==> src/rtl/mrly_pkg.sv <==
// -----------------------------------------------------------------------------
// mrly_pkg
// Shared definitions for the relay-driver TPIC chain logic.
//   TPIC_WIDTH   : default chain length in bits (54 TPIC devices x 8 bits)
//   ERR_SAT      : saturation value of the per-frame mismatch counter
//   tpic_state_e : state encodings of the tpic_readback frame FSM
// -----------------------------------------------------------------------------
package mrly_pkg;

    localparam int         TPIC_WIDTH = 432;
    localparam logic [7:0] ERR_SAT    = 8'd255;

    typedef enum logic [1:0] {
        TPIC_IDLE  = 2'd0,
        TPIC_SHIFT = 2'd1,
        TPIC_LATCH = 2'd2,
        TPIC_DONE  = 2'd3
    } tpic_state_e;

endpackage : mrly_pkg

==> src/rtl/tpic_readback.sv <==
// -----------------------------------------------------------------------------
// tpic_readback
// Shifts one image into a daisy-chained TPIC shift-register string, latches
// it with an rck pulse, and at the same time captures whatever falls out of
// the end of the chain. Because the chain is a pure shift register, the bits
// that come out during frame N are the image loaded in frame N-1, so the
// captured data is checked against the previous frame's image to detect a
// broken or stuck chain.
//
// Ports
//   clk        in   system clock, all logic on the rising edge
//   reset_n    in   asynchronous active-low reset
//   start      in   one-cycle frame request, only honoured while idle
//   expected   in   [WIDTH] image to load this frame (snapshotted at start)
//   tpic_miso  in   serial output of the last device in the chain
//   sclk       out  chain shift clock, clk/2 while shifting
//   sout       out  chain serial input, MSB of the image first
//   rck        out  chain latch strobe, high for two cycles after shifting
//   busy       out  high from the cycle after start through the done cycle
//   done       out  one-cycle pulse at frame end
//   readback   out  [WIDTH] bits captured from tpic_miso during the last frame
//   chain_ok   out  last frame matched the image of the frame before it
//   err_count  out  [8] mismatched bits in the last frame, saturating
//   first_err  out  [$clog2(WIDTH)] index of first mismatch, all-ones if none
// -----------------------------------------------------------------------------
module tpic_readback
    import mrly_pkg::*;
#(
    parameter int WIDTH = TPIC_WIDTH
) (
    input  logic                       clk,
    input  logic                       reset_n,
    input  logic                       start,
    input  logic [WIDTH-1:0]           expected,
    input  logic                       tpic_miso,
    output logic                       sclk,
    output logic                       sout,
    output logic                       rck,
    output logic                       busy,
    output logic                       done,
    output logic [WIDTH-1:0]           readback,
    output logic                       chain_ok,
    output logic [7:0]                 err_count,
    output logic [$clog2(WIDTH)-1:0]   first_err
);

    localparam int CW = $clog2(WIDTH);
    localparam logic [CW-1:0] LAST_BIT = CW'(WIDTH - 1);

    // Saturating increment for the mismatch counter.
    function automatic logic [7:0] sat_inc(input logic [7:0] value);
        if (value == ERR_SAT) begin
            return value;
        end
        return value + 8'd1;
    endfunction

    tpic_state_e       state;
    tpic_state_e       state_nxt;

    logic [WIDTH-1:0]  frame_img;   // image being shifted this frame
    logic [WIDTH-1:0]  prev_img;    // image shifted in the previous frame
    logic              prev_valid;  // prev_img holds a completed frame
    logic [CW-1:0]     bit_cnt;     // bit number i in shift order
    logic              phase;       // half-bit phase; doubles as the LATCH cycle counter
    logic [CW-1:0]     bit_idx;     // vector index of bit i (MSB first)
    logic              last_bit;
    logic              mismatch;

    assign bit_idx  = LAST_BIT - bit_cnt;
    assign last_bit = (bit_cnt == LAST_BIT);
    assign mismatch = prev_valid && (tpic_miso != prev_img[bit_idx]);

    // -------------------------------------------------------------------------
    // State register
    // -------------------------------------------------------------------------
    always_ff @(posedge clk or negedge reset_n) begin
        if (!reset_n) begin
            state <= TPIC_IDLE;
        end else begin
            state <= state_nxt;
        end
    end

    // -------------------------------------------------------------------------
    // Next-state and output decode
    // -------------------------------------------------------------------------
    always_comb begin
        state_nxt = state;
        sclk      = 1'b0;
        sout      = 1'b0;
        rck       = 1'b0;
        busy      = 1'b1;
        done      = 1'b0;

        unique case (state)
            TPIC_IDLE: begin
                busy = 1'b0;
                if (start) begin
                    state_nxt = TPIC_SHIFT;
                end
            end

            TPIC_SHIFT: begin
                // sout is held for both phases so the chain sees a stable
                // data bit around the rising sclk edge.
                sclk = phase;
                sout = frame_img[bit_idx];
                if (phase && last_bit) begin
                    state_nxt = TPIC_LATCH;
                end
            end

            TPIC_LATCH: begin
                rck = 1'b1;
                if (phase) begin
                    state_nxt = TPIC_DONE;
                end
            end

            TPIC_DONE: begin
                done      = 1'b1;
                state_nxt = TPIC_IDLE;
            end

            default: begin
                state_nxt = TPIC_IDLE;
            end
        endcase
    end

    // -------------------------------------------------------------------------
    // Frame datapath: snapshot, bit/phase counting, capture and comparison
    // -------------------------------------------------------------------------
    always_ff @(posedge clk or negedge reset_n) begin
        if (!reset_n) begin
            frame_img  <= '0;
            prev_img   <= '0;
            prev_valid <= 1'b0;
            bit_cnt    <= '0;
            phase      <= 1'b0;
            readback   <= '0;
            chain_ok   <= 1'b0;
            err_count  <= '0;
            first_err  <= '1;
        end else begin
            unique case (state)
                TPIC_IDLE: begin
                    if (start) begin
                        frame_img <= expected;
                        bit_cnt   <= '0;
                        phase     <= 1'b0;
                        err_count <= '0;
                        first_err <= '1;
                    end
                end

                TPIC_SHIFT: begin
                    phase <= ~phase;
                    if (!phase) begin
                        // This edge raises sclk: the chain shifts just after
                        // it, so tpic_miso still shows the pre-shift bit.
                        readback[bit_idx] <= tpic_miso;
                        if (mismatch) begin
                            err_count <= sat_inc(err_count);
                            // err_count never returns to zero within a
                            // frame, so zero marks "no mismatch seen yet".
                            if (err_count == 8'd0) begin
                                first_err <= bit_idx;
                            end
                        end
                    end else if (!last_bit) begin
                        bit_cnt <= bit_cnt + CW'(1);
                    end
                end

                TPIC_LATCH: begin
                    phase <= ~phase;
                end

                TPIC_DONE: begin
                    chain_ok   <= prev_valid && (err_count == 8'd0);
                    prev_img   <= frame_img;
                    prev_valid <= 1'b1;
                end

                default: begin
                    phase <= 1'b0;
                end
            endcase
        end
    end

endmodule : tpic_readback

==> config.mk <==
export PLATFORM = sky130hd
export DESIGN_NAME = tpic_readback
export DESIGN_NICKNAME = d
export VERILOG_FILES = /design/src/rtl/mrly_pkg.sv /design/src/rtl/tpic_readback.sv
export SDC_FILE = /design/constraint.sdc
export NUM_CORES = 2
export LEC_CHECK = 0
export ABC_CLOCK_PERIOD_IN_PS = 4000
export CAP_MARGIN = 25
export CORE_ASPECT_RATIO = 1.5
export CORE_MARGIN = 10
export CORE_UTILIZATION = 49
export DETAILED_ROUTE_END_ITERATION = 8
export PLACE_DENSITY = 0.73
export SYNTH_ARGS = -nofsm -noshare
export SYNTH_HDL_FRONTEND = slang
export SYNTH_SLANG_ARGS = --single-unit
==> constraint.sdc <==
create_clock -name clk -period 4 [get_ports clk]
set_input_delay 0.8 -clock clk [delete_from_list [all_inputs] [get_ports clk]]
set_output_delay 0.8 -clock clk [all_outputs]
set_load 0.05 [all_outputs]
* Yosys cells after proc, flatten, opt, wreduce, memory -nomap -nowiden
Index checks and enable logic that the tools add are counted.
** Cells by class
- Multiplexer cells :: 36
- Add/subtract/negate cells :: 3
- Reductions and logical operators :: 16
- Bitwise logic cells :: 1
- Magnitude comparators :: 2
- Equality and inequality tests :: 15
** Operator list (number)
- 432-bit bitwise mux :: 1
- 9-bit two-way mux :: 7
- 9-bit one-hot mux with 2 select lines :: 2
- 8-bit two-way mux :: 4
- 1-bit binary-select mux with 9-bit select :: 2
- 2-bit != test (second input constant) :: 8
- 8-bit one-hot mux with 2 select lines :: 1
- 1-bit two-way mux :: 13
- 9-bit by 10-bit < comparator with 1-bit output (second input constant) :: 1
- 5-bit AND reduction :: 2
- 9-bit by 1-bit adder with 9-bit output (second input constant) :: 1
- 1-bit demux with 9-bit select :: 1
- 9-bit equality test (second input constant) :: 1
- 9-bit by 1-bit greater-or-equal comparator with 1-bit output (second input constant) :: 1
- 9-bit subtractor (first input constant) :: 1
- 8-bit by 1-bit adder with 8-bit output (second input constant) :: 1
- 8-bit equality test (second input constant) :: 1
- 8-bit logical NOT :: 1
- 2-bit one-hot mux with 4 select lines :: 1
- 2-bit two-way mux :: 3
- 2-bit AND reduction :: 3
- 2-bit equality test (second input constant) :: 2
- 1-bit logical AND :: 4
- 4-bit AND reduction :: 1
- 9 further kinds :: 10
** Storage, ports and cells
- Bits of input ports :: 436
- Register bits :: 1327
- Output and inout bits :: 455
- Word-level logic and storage cells :: 83

* Depth between registers and ports, before layout
- Depth after elaboration :: 12
- Gate-level depth with buffers :: 15
- Depth with buffers taken out :: 11

* Worst setup path after synthesis
OpenSTA, ideal clock, no wires.
- Kind :: register -> output
- Start :: reg bit_cnt[0]
- End :: out sout
- Stages on the path, launching flop included :: 13
- Arrival :: 3487 ps
- Path slack :: -287 ps
- Buffers on the path :: 5
- Data required time :: 3200 ps
- Path through :: dfrtp_1 > buf_6 > buf_12 > buf_8 > buf_8 > buf_1 > mux4_2 > mux4_2 > mux4_2 > nand2_1 > a21oi_1 > nor3b_2 > nor2_1
** Between the ends
- Longest elaborated chain between the ends :: 4
** Ends and longest elaborated chain
- from (decl) :: RTL line tpic_readback.sv:64 : logic [CW-1:0] bit_cnt;
- from (signal assigned) :: RTL line tpic_readback.sv:173 : bit_cnt <= bit_cnt + CW'(1);
- 9-bit subtractor :: RTL line tpic_readback.sv:70 : assign bit_idx = LAST_BIT - bit_cnt;
- 1-bit binary-select mux with 9-bit select :: RTL line tpic_readback.sv:108 : sout = frame_img[bit_idx];
- 1-bit two-way mux (not written as such) :: RTL line tpic_readback.sv:108
- 1-bit two-way mux :: RTL line tpic_readback.sv:96 : unique case (state)
- to (decl) :: RTL line tpic_readback.sv:37 : output logic sout,
No other way between the ends. The select of a mux whose other input is x is not followed.

* Worst setup path in the final report
Same ends and word-level chain as after synthesis.

==> out/summary.txt <==
IO Port Bufs = 890
Gpl congestion = 0.898
Core Region = 118000 sq um
Top FF cell, synth = dfrtp_1
Vias = 40000
CP endpoint kind = primary output
Post-route setup TNS = -1.15 ns
Slowest-stage cell, CP = mux4_1
Worst Tran Pin Value = 1.11 ns
Drt initial violations = 3109
Area leader, netlist = dfrtp_1
Post-Synthesis Cells = 4145
Crit path kind = register to primary output
Pwr dens = 680 nW/um^2
Post-route design area = 74000 sq um
CTS Buf Count = 130
Failing checks = setup timing
Top cells by area, synth = dfrtp_1, mux2_2, mux4_2
Placed cell area = 69400 sq um
Die width = 301 um
Avg Synthesized Cell Area = 14.0 sq um
Clk sink count = 1327
Vias in the first global route = 41500
Clk pin slew, worst setup/hold paths = 0.06 ns
Critical-path cell list = buf_12 > buf_12 > mux4_1 > mux4_2 > mux4_2 > a222oi_1 > buf_4 > nor3b_4 > buf_6 > nor2_4 > buf_8
WL per Instance = 28.7 um
Status = finished, violations left
Crit share post-route = 129%
Delay-heaviest family, CP = multiplexers
YS warnings = 0
CTS tree = built
Largest net degree at the start of global routing = 193
P_leak = 28.4 nW
Yosys cell types = 67
Initial antenna violation count = 16
Die ar. = 133000 sq um
FP Rows = 154
Flops & latches, synth = 1327
Final ANT Viol Nets = 0
Final WS setup = -1.15 ns
Hold Crit Class = register to register
Post-synthesis instance area = 58100 sq um
Final Util = 62.9%
Power Total = 50.3 mW
RSZ-0062 raised after global routing = true
Syn Nets = 4596
HPWL after DPL = 139 mm
First-pass GRT wire length = 279 mm
CP max FO = 6
Post-Route WL = 191 mm
Final Hold Vio Count = 0
Post-synthesis sequential area ratio = 57.1%
Gr usage total = 28.0%
Number of synthesized flops with an enable pin = 0
Clock latency at the later pin of the worst-skew pair = 0.76 ns
Slew margin rel. = 25.9%
Vias per inst = 6.01
Initial Util = 49.4%
# IOs = 891
Area fraction of the dominant cell type after synthesis = 56.7%
Die span in y = 442 um
Startpoint types = register
Worst IR Drop VDD = 534 uV
Area Growth Syn to Fin = 27.3%
Nets = 5444
CTS root buf = clkbuf_16
Hold slack = 0.472 ns
Clk buf depth = 3
Number of max-cap violations = 0
H-tree depth = 4
Pins over their slew limit = 0
Final setup violation count = 1
Fmax = 194 MHz
# DRC = 0
Critical Path AT = 4.35 ns
CP Buf/Inv Count = 5
Drt pass-1 iters = 5
WP data required = 3.20 ns
Share of layout cells above drive strength 1 = 30.7%
Largest stage delay on the critical path = 0.59 ns
Clock Skew = 0.0198 ns
FFs w/ async S/R, synth = 100%
Grt total ovfl = 0
Final worst path period need = 5.15 ns
## metal layers
metal  vias up  GRT usage (%)  share of wire, %
met4        18           15.3               6.0
li1      17400              -                 -
met3       404           7.31               8.1
met1     20600           33.6                38
met2      1664           45.5                48
met5         -              0             0.059
## sequential cells by signal, summed over array words and instances (netlist names)
| signal | count |
|---|---|
| phase | 1 |
| state | 2 |
| bit_cnt | 9 |
| prev_valid | 1 |
| first_err | 9 |
| chain_ok | 1 |
| readback | 432 |
| frame_img | 432 |
| err_count | 8 |
| prev_img | 432 |
## synth_stat cells (all sizes together), types with 9 or more instances
cell	instances
clkbuf	327
and2	24
dfstp	9
mux2i	34
inv	16
a22oi	20
buf	56
dfrtp	1318
o21ai	451
ha	15
mux4	237
nand3	21
nor2	32
mux2	871
a2111oi	10
o31ai	404
nand2	160
a21oi	31
## kinds of logic (layout without fill, tap and decap cells)
family          after synthesis  after routing  synth area share, %
xor+xnor                     11             11                0.166
fa+ha+maj                    15             15                0.323
mux                        1142           1142                 26.7
simple gates                269            269                 2.04
flops                      1327           1327                 57.1
other cells                   0              7                    0
buf+inv                     402           1343                 2.97
compound gates              979            979                 10.7
## final timing paths
path | from | endpoint | slack [ns] | depth (start not counted)
max reg2reg | bit_cnt[0] | err_count[2] | 0 | 14
max in group asynchronous | reset_n | bit_cnt[3] | 2.10 | 3
min in group asynchronous | reset_n | frame_img[201] | 0.69 | 2
min reg2reg | readback[128] | readback[128] | 0.47 | 2
min | readback[128] | readback[128] | 0.47 | 2
max | bit_cnt[0] | sout | -1.15 | 11
## tightest hold or removal path: stages (launching register included)
cell and delay, ns:
dfrtp_1 0.34, nand2_1 0.04, o21ai_0 0.05
## power breakdown
part / internal [mW] / switching (mW)
registers: 18.1 / 3.70
clock network: 7.18 / 5.36
logic: 9.65 / 6.34
## what timing repair did
action | CTS | global route
buffers inserted | 3 | 3
gates cloned | 3 | 2
setup endpoints to repair | 3 | 18
hold endpoints to repair | 6 | 0
pin swaps | 2 | 1
resized for setup | 11 | 9
hold buffers | 1 | 0
## layout by cell type (no fill, tap or decap), drive strengths merged, types with 27 or more instances in the layout
| cell | netlist | layout |
|---|---|---|
| a21oi | 31 | 31 |
| buf | 56 | 208 |
| clkbuf | 327 | 177 |
| clkdlybuf4s50 | 0 | 888 |
| dfrtp | 1318 | 1318 |
| inv | 16 | 27 |
| mux2 | 871 | 871 |
| mux2i | 34 | 34 |
| mux4 | 237 | 237 |
| nand2 | 160 | 160 |
| nor2 | 32 | 32 |
| o21ai | 451 | 451 |
| o31ai | 404 | 404 |
## through the flow
stage,std cells,worst slack [ns]
global route,6648,-1.22
detailed placement,6407,-0.368
CTS,6639,-1.22
global placement,6405,-0.402
finish,6653,-1.15
floorplan,4145,0.00177
## layout make-up
cell class / count / area (sq um)
Fill cell: 8878 / 43700
Sequential cell: 1327 / 33200
Multi-Input combinational cell: 2416 / 23300
Timing Repair Buffer: 1099 / 11200
Clock buffer: 175 / 3670
Tap cell: 1560 / 1950
Clock inverter: 50 / 628
Inverter: 19 / 81.3
Antenna cell: 7 / 17.5
No activity file was read; power rests on OpenSTA's default activity.
